<file path="src/rtl/ram16_pkg.sv">
// ============================================================================
// Module   : ram16_pkg
// Purpose  : Shared constants and FSM state encoding for the 16x1 RAM loader.
// Revision : 1.0  initial release
// ============================================================================
`default_nettype none

package ram16_pkg;

    localparam int RAM_DEPTH = 16;
    localparam int RAM_AW    = 4;
    localparam int COUNT_W   = 8;

    typedef enum logic [2:0] {
        ST_IDLE    = 3'd0,
        ST_LATCH   = 3'd1,
        ST_WRITE   = 3'd2,
        ST_VERIFY  = 3'd3,
        ST_CLEAR   = 3'd4,
        ST_REPORT  = 3'd5,
        ST_RELEASE = 3'd6
    } state_t;

endpackage

`default_nettype wire

</file>
<file path="src/rtl/sw_debounce.sv">
// ============================================================================
// Module   : sw_debounce
// Purpose  : 2-FF synchroniser plus counter debouncer for a bouncy switch,
//            with a one-cycle pulse on each accepted rising edge.
// Revision : 1.0  initial release
// ============================================================================
`default_nettype none

module sw_debounce #(
    parameter int DEBOUNCE_CYCLES = 500000,
    parameter int CNT_W           = 20
) (
    input  logic CLOCK_50,
    input  logic RESET_N,
    input  logic raw,
    output logic level,
    output logic rise
);

    localparam logic [CNT_W-1:0] c_cnt_last = CNT_W'(DEBOUNCE_CYCLES - 1);

    logic             r_sync1;
    logic             r_sync2;
    logic             r_level;
    logic             r_rise;
    logic [CNT_W-1:0] r_cnt;

    always_ff @(posedge CLOCK_50 or negedge RESET_N) begin
        if (!RESET_N) begin
            r_sync1 <= 1'b0;
            r_sync2 <= 1'b0;
            r_level <= 1'b0;
            r_rise  <= 1'b0;
            r_cnt   <= '0;
        end else begin
            r_sync1 <= raw;
            r_sync2 <= r_sync1;
            r_rise  <= 1'b0;
            // The count measures consecutive cycles of disagreement; any agreement restarts it.
            if (r_sync2 == r_level) begin
                r_cnt <= '0;
            end else if (r_cnt == c_cnt_last) begin
                r_cnt   <= '0;
                r_level <= r_sync2;
                r_rise  <= r_sync2;
            end else begin
                r_cnt <= r_cnt + CNT_W'(1);
            end
        end
    end

    assign level = r_level;
    assign rise  = r_rise;

endmodule

`default_nettype wire

</file>
<file path="src/rtl/ram16_loader.sv">
// ============================================================================
// Module   : ram16_loader
// Purpose  : 16x1 flop RAM programmed from debounced switches, with write
//            verify, clear sequence and an independent registered read port.
// Revision : 1.0  initial release
// ============================================================================
`default_nettype none

module ram16_loader
    import ram16_pkg::*;
#(
    parameter int DEBOUNCE_CYCLES = 500000,
    parameter int CNT_W           = 20
) (
    input  logic               CLOCK_50,
    input  logic               RESET_N,
    input  logic               wr_sw,
    input  logic               clr_sw,
    input  logic [RAM_AW-1:0]  wr_addr,
    input  logic               wr_data,
    input  logic [RAM_AW-1:0]  rd_addr,
    output logic               rd_data,
    output logic               busy,
    output logic               done,
    output logic               error,
    output logic [COUNT_W-1:0] wr_count
);

    localparam logic [RAM_AW-1:0] c_last_idx = RAM_AW'(RAM_DEPTH - 1);

    logic w_wr_level;
    logic w_wr_rise;
    logic w_clr_level;
    logic w_clr_rise;

    state_t               r_state;
    logic [RAM_DEPTH-1:0] r_mem;
    logic [RAM_AW-1:0]    r_addr_q;
    logic                 r_data_q;
    logic [RAM_AW-1:0]    r_clr_idx;
    logic                 r_busy;
    logic                 r_done;
    logic                 r_error;
    logic [COUNT_W-1:0]   r_count;
    logic                 r_rd_data;

    sw_debounce #(
        .DEBOUNCE_CYCLES (DEBOUNCE_CYCLES),
        .CNT_W           (CNT_W)
    ) u_wr_db (
        .CLOCK_50 (CLOCK_50),
        .RESET_N  (RESET_N),
        .raw      (wr_sw),
        .level    (w_wr_level),
        .rise     (w_wr_rise)
    );

    sw_debounce #(
        .DEBOUNCE_CYCLES (DEBOUNCE_CYCLES),
        .CNT_W           (CNT_W)
    ) u_clr_db (
        .CLOCK_50 (CLOCK_50),
        .RESET_N  (RESET_N),
        .raw      (clr_sw),
        .level    (w_clr_level),
        .rise     (w_clr_rise)
    );

    always_ff @(posedge CLOCK_50 or negedge RESET_N) begin
        if (!RESET_N) begin
            r_state   <= ST_IDLE;
            r_mem     <= '0;
            r_addr_q  <= '0;
            r_data_q  <= 1'b0;
            r_clr_idx <= '0;
            r_busy    <= 1'b0;
            r_done    <= 1'b0;
            r_error   <= 1'b0;
            r_count   <= '0;
        end else begin
            r_done <= 1'b0;
            case (r_state)
                ST_IDLE: begin
                    // Clear takes priority; a simultaneous write press is dropped.
                    if (w_clr_rise) begin
                        r_clr_idx <= '0;
                        r_error   <= 1'b0;
                        r_busy    <= 1'b1;
                        r_state   <= ST_CLEAR;
                    end else if (w_wr_rise) begin
                        r_busy  <= 1'b1;
                        r_state <= ST_LATCH;
                    end
                end
                ST_LATCH: begin
                    r_addr_q <= wr_addr;
                    r_data_q <= wr_data;
                    r_error  <= 1'b0;
                    r_state  <= ST_WRITE;
                end
                ST_WRITE: begin
                    r_mem[r_addr_q] <= r_data_q;
                    r_state         <= ST_VERIFY;
                end
                ST_VERIFY: begin
                    // done is raised here so it is visible during REPORT.
                    if (r_mem[r_addr_q] == r_data_q) begin
                        r_count <= r_count + COUNT_W'(1);
                        r_done  <= 1'b1;
                    end else begin
                        r_error <= 1'b1;
                    end
                    r_state <= ST_REPORT;
                end
                ST_CLEAR: begin
                    r_mem[r_clr_idx] <= 1'b0;
                    r_clr_idx        <= r_clr_idx + RAM_AW'(1);
                    if (r_clr_idx == c_last_idx) begin
                        r_done  <= !r_error;
                        r_state <= ST_REPORT;
                    end
                end
                ST_REPORT: begin
                    r_state <= ST_RELEASE;
                end
                ST_RELEASE: begin
                    if (!w_wr_level && !w_clr_level) begin
                        r_busy  <= 1'b0;
                        r_state <= ST_IDLE;
                    end
                end
                default: begin
                    r_busy  <= 1'b0;
                    r_state <= ST_IDLE;
                end
            endcase
        end
    end

    // Read-before-write: a same-address write lands on the same edge as this sample.
    always_ff @(posedge CLOCK_50 or negedge RESET_N) begin
        if (!RESET_N) begin
            r_rd_data <= 1'b0;
        end else begin
            r_rd_data <= r_mem[rd_addr];
        end
    end

    assign rd_data  = r_rd_data;
    assign busy     = r_busy;
    assign done     = r_done;
    assign error    = r_error;
    assign wr_count = r_count;

endmodule

`default_nettype wire

</file>
<file path="config.mk">
export PLATFORM = sky130hd
export DESIGN_NAME = ram16_loader
export DESIGN_NICKNAME = d
export VERILOG_FILES = /design/src/rtl/ram16_pkg.sv /design/src/rtl/sw_debounce.sv /design/src/rtl/ram16_loader.sv
export SDC_FILE = /design/constraint.sdc
export NUM_CORES = 1
export LEC_CHECK = 0
export ABC_AREA = 1
export CAP_MARGIN = 20
export CORE_MARGIN = 3
export CORE_UTILIZATION = 44
export CTS_CLUSTER_SIZE = 16
export DETAILED_ROUTE_END_ITERATION = 12
export GPL_ROUTABILITY_DRIVEN = 0
export GPL_TIMING_DRIVEN = 0
export PLACE_DENSITY = 0.61
export SETUP_SLACK_MARGIN = 0.2
export SLEW_MARGIN = 20
export SYNTH_ARGS = -nofsm -noshare
export SYNTH_HDL_FRONTEND = slang
export SYNTH_SLANG_ARGS = --single-unit
</file>
<file path="constraint.sdc">
create_clock -name CLOCK_50 -period 2.21 [get_ports CLOCK_50]
set_clock_uncertainty 0.2 [all_clocks]
set_input_delay 0.442 -clock CLOCK_50 [delete_from_list [all_inputs] [get_ports CLOCK_50]]
set_output_delay 0.442 -clock CLOCK_50 [all_outputs]
set_load 0.05 [all_outputs]
</file>
Word-level counts from Yosys, hierarchy flattened
Index checks and enable logic that the tools add are counted.
- add/sub/neg operators: 4
- $lt $le $gt $ge: 5
- eq/ne operators: 17
- muxes and demuxes: 35
- bitwise logic cells: 5
- reductions and logical operators: 18
- operator list (operator ; number):
    20-bit two-way mux ; 4
    20-bit by 1-bit adder with 20-bit output (second input constant) ; 2
    20-bit by 19-bit == test with 1-bit output (second input constant) ; 2
    16-bit one-hot mux with 2 select lines ; 1
    3-bit one-hot mux with 7 select lines ; 1
    16-bit bitwise AND ; 1
    16-bit bitwise mux ; 1
    16-bit NOT ; 1
    4-bit by 5-bit less-than comparator with 1-bit output (second input constant) ; 3
    1-bit two-way mux ; 15
    3-bit two-way mux ; 4
    3-bit == test (second input constant) ; 3
    3-bit AND reduction ; 3
    8-bit by 1-bit adder with 8-bit output (second input constant) ; 1
    1-bit binary-select mux with 4-bit select ; 2
    1-bit demux with 4-bit select ; 2
    4-bit by 1-bit >= comparator with 1-bit output (second input constant) ; 2
    4-bit one-hot mux with 2 select lines ; 1
    2-bit AND reduction ; 4
    3-bit by 2-bit == test with 1-bit output (second input constant) ; 2
    2-bit inequality test (second input constant) ; 3
    1-bit one-hot mux with 3 select lines ; 2
    5-bit OR reduction ; 1
    4-bit by 1-bit adder with 4-bit output (second input constant) ; 1
    other kinds (13) ; 22
- bits in registers: 88
- input bits: 13
- output and inout port bits: 12
- logic and storage cells: 104

Logic depth before layout (Yosys ltp)
- depth after elaboration: 7
- gate-level depth with buffers: 13
- depth with buffers taken out: 13

Hierarchy
Synthesis repeated with hierarchy kept, for this count alone.
- cells, all modules: 689
- area, all modules: 5159.9 sq um
- by module, submodules not included (module ; instances ; cells each ; area each (sq um) ; seq. area each (sq um)):
    sw_debounce ; 2 ; 170 ; 1321.3 ; 600.6
    ram16_loader ; 1 ; 349 ; 2517.4 ; 1001.0

Worst setup path before layout
No wires, ideal clock.
- path kind: register to register
- start: register r_count[0], in the netlist wr_count[0]
- end: register r_count[6], in the netlist wr_count[6]
- library setup time: 0.066 ns
- arrival: 1.517 ns
- required time: 1.944 ns
- slack: 0.428 ns
- stages on the path, launching flop included: 7
- buffers on the path: 0
- clock period less this slack: 1.782 ns
- cells stage by stage: dfrtp_1 > ha_1 > nand3_1 > nor3_1 > xor2_1 > nand3_1 > nand2_1
- cells in the longest elaborated chain, start to end: 1
- ends and longest elaborated chain (item ; RTL line ; text):
    start, declared ; ram16_loader.sv:44 ; logic [COUNT_W-1:0] r_count;
    start signal, assigned ; ram16_loader.sv:108 ; r_count <= r_count + COUNT_W'(1);
    8-bit by 1-bit adder with 8-bit output ; ram16_loader.sv:108 ;
No other way between the ends.
A chain may end at the register's enable or synchronous reset.

Worst setup path in the final report
- start: register r_count[4], in the netlist wr_count[4]
- end: output wr_count[4]
- RTL lines (item ; RTL line ; text):
    end, declared ; ram16_loader.sv:26 ; output logic [COUNT_W-1:0] wr_count
No word-level cell between the ends.

==> results.py <==
metrics = {
    "status": {
        "status": "complete, no violations",
    },
    "final_layout": {
        "final_cell_mix": "132 x nand2_1, 88 x dfrtp_1, 74 x nor2_1",
        "drive_above_1_share_pct": 10.6,
        "num_antenna_cells": 0,
        "finalNonFillerCells": 810,
        "area_growth_pct": 15.1,
        "final_common_cell": "nand2_1",
        "layout.nets": 686,
    },
    "synthesis": {
        "yosysWarnings": 0,
        "synth.ff_latch_count": 88,
        "ys_seq_area_share_pct": 44.3,
        "synth_top_family_by_area": "simple AND/OR/NAND/NOR gates",
        "synthCells": 627,
        "synth_compound_area_share_pct": 10.6,
        "yosys-top-cells-area": "dfrtp_1 44%, nand2_1 10%, nor2_1 5.6%, inv_1 5.2%, o21ai_0 4.9%",
        "synth_xor_area_share_pct": 5.11,
        "synth-adder-area-share_pct": 2.01,
        "yosysTopAreaCellShare_pct": 44.3,
        "syn-cell-area_um2": 4970,
        "netlist-cell-type-count": 45,
        "synth-simple-area-share_pct": 30.0,
        "synth_nets": 648,
        "synth_top_area_cell": "dfrtp_1",
        "postSynthAreaPerCell_um2": 7.93,
        "synthMuxAreaShare_pct": 1.11,
    },
    "floorplanning": {
        "die_y_um": 112,
        "num_rows": 38,
        "io_pins": 25,
        "initial_core_util_pct": 45.5,
        "design.core.area_um2": 10900,
        "die_width_um": 112,
        "die-area_um2": 12600,
    },
    "worst_setup_path": {
        "worstRegToRegCells": 6,
        "worst_r2r_endpoint": "r_mem[6]",
        "critPathArrivalTime_ns": 1.30,
        "worstSetupStartpointType": "register",
        "slowest_stage": "dlygate4sd2_1",
        "rr_startpoint": "r_addr_q[1]",
        "critPathMaxStageDelay_ns": 0.55,
        "cp_top_family": "buffers and inverters",
        "critPathKind": "reg -> out",
        "cp_max_fo": 5,
        "end_kind": "output port",
        "critical_path_required_ns": 1.57,
        "cp.buffers_inverters": 1,
        "cp_cell_sequence": "dlygate4sd2_1",
        "rrSetupSlack_ns": 0.31,
    },
    "global_route": {
        "grt_use_total_pct": 18.6,
        "antenna_found_initial": 0,
        "grt_overflow_total": 0,
        "grt_pass1_wl_um": 19400,
        "grt_max_degree": 73,
        "grt_pass1_vias": 4121,
    },
    "placed_design": {
        "place_inst": 792,
        "port_buffers": 24,
        "hpwl_um": 7910,
    },
    "detailed_routing": {
        "drtIter0Drc": 319,
        "firstDrtPassIters": 5,
        "vias_per_cell": 5.14,
        "post-route-drc-count": 0,
        "wirelength_um": 10900,
        "dr_total_vias": 4164,
        "postRouteAntennaNets": 0,
        "wire_per_inst_um": 13.4,
    },
    "clock_network": {
        "numCtsBuffers": 9,
        "clk_pin_slew_ns": 0.07,
        "cts.sinks": 88,
        "cts_buffer_depth": 2,
        "cts_tree": "yes",
        "root_buffer": "clkbuf_16",
        "clk_latency_ns": 0.35,
        "h-tree-depth": 3,
    },
    "sta": {
        "rsz0062_at_grt": "no",
        "fmax_mhz": 514,
        "slew_violations": 0,
        "max_slew_margin_pct": 66.8,
        "whs_ns": 0.148,
        "tightest_slew_ns": 0.501,
        "setup_viol": 0,
        "hold_violations": 0,
        "fin_crit_sh_pct": 88.1,
        "post-route-min-period_ns": 1.95,
    },
    "pwr": {
        "p_leak_nw": 2.66,
        "vdd_drop_max_mv": 0.496,
        "p_per_area_nw_per_um2": 585,
    },
    "worst_hold_path": {
        "hold_end": "u_clr_db.r_sync2",
        "min_from": "u_clr_db.r_sync1",
        "holdPathStages": 0,
        "holdCritPathClass": "reg -> reg",
    },
    "flow_run": {
        "drv_cap": 0,
    },
}
-- flip-flops by register name (all words and copies together), names as in the netlist, 3 cells and up --
register	count
wr_count	8
u_clr_db.r_cnt	20
r_addr_q	4
r_mem	16
r_state	3
u_wr_db.r_cnt	20
r_clr_idx	4
-- area by class of cell --
type	count	area, µm²
Buffer	11	65.1
Clock buffer	10	229
Clock inverter	6	67.6
Fill cell	1096	5210
Inverter	75	282
Multi-Input combinational cell	453	2430
Sequential cell	88	2200
Tap cell	140	175
Timing Repair Buffer	27	273
-- Yosys cell counts (all sizes together) --
| master | count |
|---|---|
| a31oi | 10 |
| clkbuf | 3 |
| or2 | 1 |
| nand2 | 146 |
| ha | 8 |
| o211ai | 5 |
| nand2b | 1 |
| o31ai | 1 |
| o221ai | 2 |
| nor2 | 86 |
| nor3 | 23 |
| o21a | 1 |
| a211oi | 1 |
| inv | 74 |
| o21ai | 53 |
| nand3b | 2 |
| and3 | 3 |
| mux2 | 4 |
| nor3b | 5 |
| or3 | 1 |
| a21oi | 19 |
| a31o | 1 |
| clkinv | 1 |
| nand4 | 10 |
| nand3 | 33 |
| xnor2 | 1 |
| nor4 | 5 |
| xor2 | 28 |
| dfrtp | 88 |
| a311oi | 1 |
| mux2i | 1 |
| o22ai | 1 |
| buf | 8 |
-- worst max path at each step --
stage                            from               end  cells past startpoint
final                     wr_count[4]       wr_count[4]                      1
after global routing      r_addr_q[0]       wr_count[7]                     13
after CTS                 wr_count[2]       wr_count[2]                      1
after detailed placement   rd_addr[0]           rd_data                      6
after global placement        RESET_N  u_wr_db.r_cnt[7]                      1
after floorplan           wr_count[0]       wr_count[6]                      6
-- through the flow --
stage               util, %  instance area [µm²]  power (mW)  setup slack (ns)  TNS [ns]
floorplan                 -                 4970        1.75             0.428         0
global placement       49.3                 5390        1.83             -2.91   -255.53
detailed placement     49.5                 5420        1.84             0.113         0
CTS                    52.2                 5710        3.40             0.227         0
global route           52.3                 5720        3.51             0.203         0
finish                 52.3                 5720        3.35             0.263         0
-- layer usage --
layer / global-route usage [%] / vias to the layer above / wire, µm
met2: 29.3 / 106 / 5020
li1: - / 2132 / -
met4: 7.45 / 0 / 233
met3: 3.29 / 20 / 532
met5: 0 / - / 0
met1: 25.6 / 1906 / 5090
-- report_power, final --
part | internal (mW) | switching [mW] | total [mW]
Combinational | 0.0564 | 0.114 | 0.170
Clock | 0.882 | 0.656 | 1.54
Sequential | 1.63 | 0.0112 | 1.64
Total | 2.57 | 0.781 | 3.35
-- kinds of logic (layout without fill, tap and decap cells) --
family / after synthesis / in the layout
adders and majority gates: 8 / 8
xor gates and xnor gates: 29 / 29
DFF: 88 / 88
buffers and inverters: 86 / 129
AOI/OAI and AO/OA: 95 / 95
and+or+nand+nor: 316 / 316
muxes: 5 / 5
-- what timing repair did --
action                                  4_1_cts  5_1_grt
hold buffers                                  1        0
gates cloned                                  0        0
endpoints found under the setup margin       12       19
pin swaps                                     0        2
gates resized for setup                      12        3
buffers inserted                              0        1
endpoints found under the hold margin        16        0
-- worst register-to-register path, stage by stage, from the launching register on --
cell and delay [ns]:
dfrtp_1 0.32, buf_4 0.15, inv_1 0.12, nor2_1 0.33
nand2_1 0.08, o21ai_0 0.21, mux2_2 0.37
No activity file was read; power rests on OpenSTA's default activity.
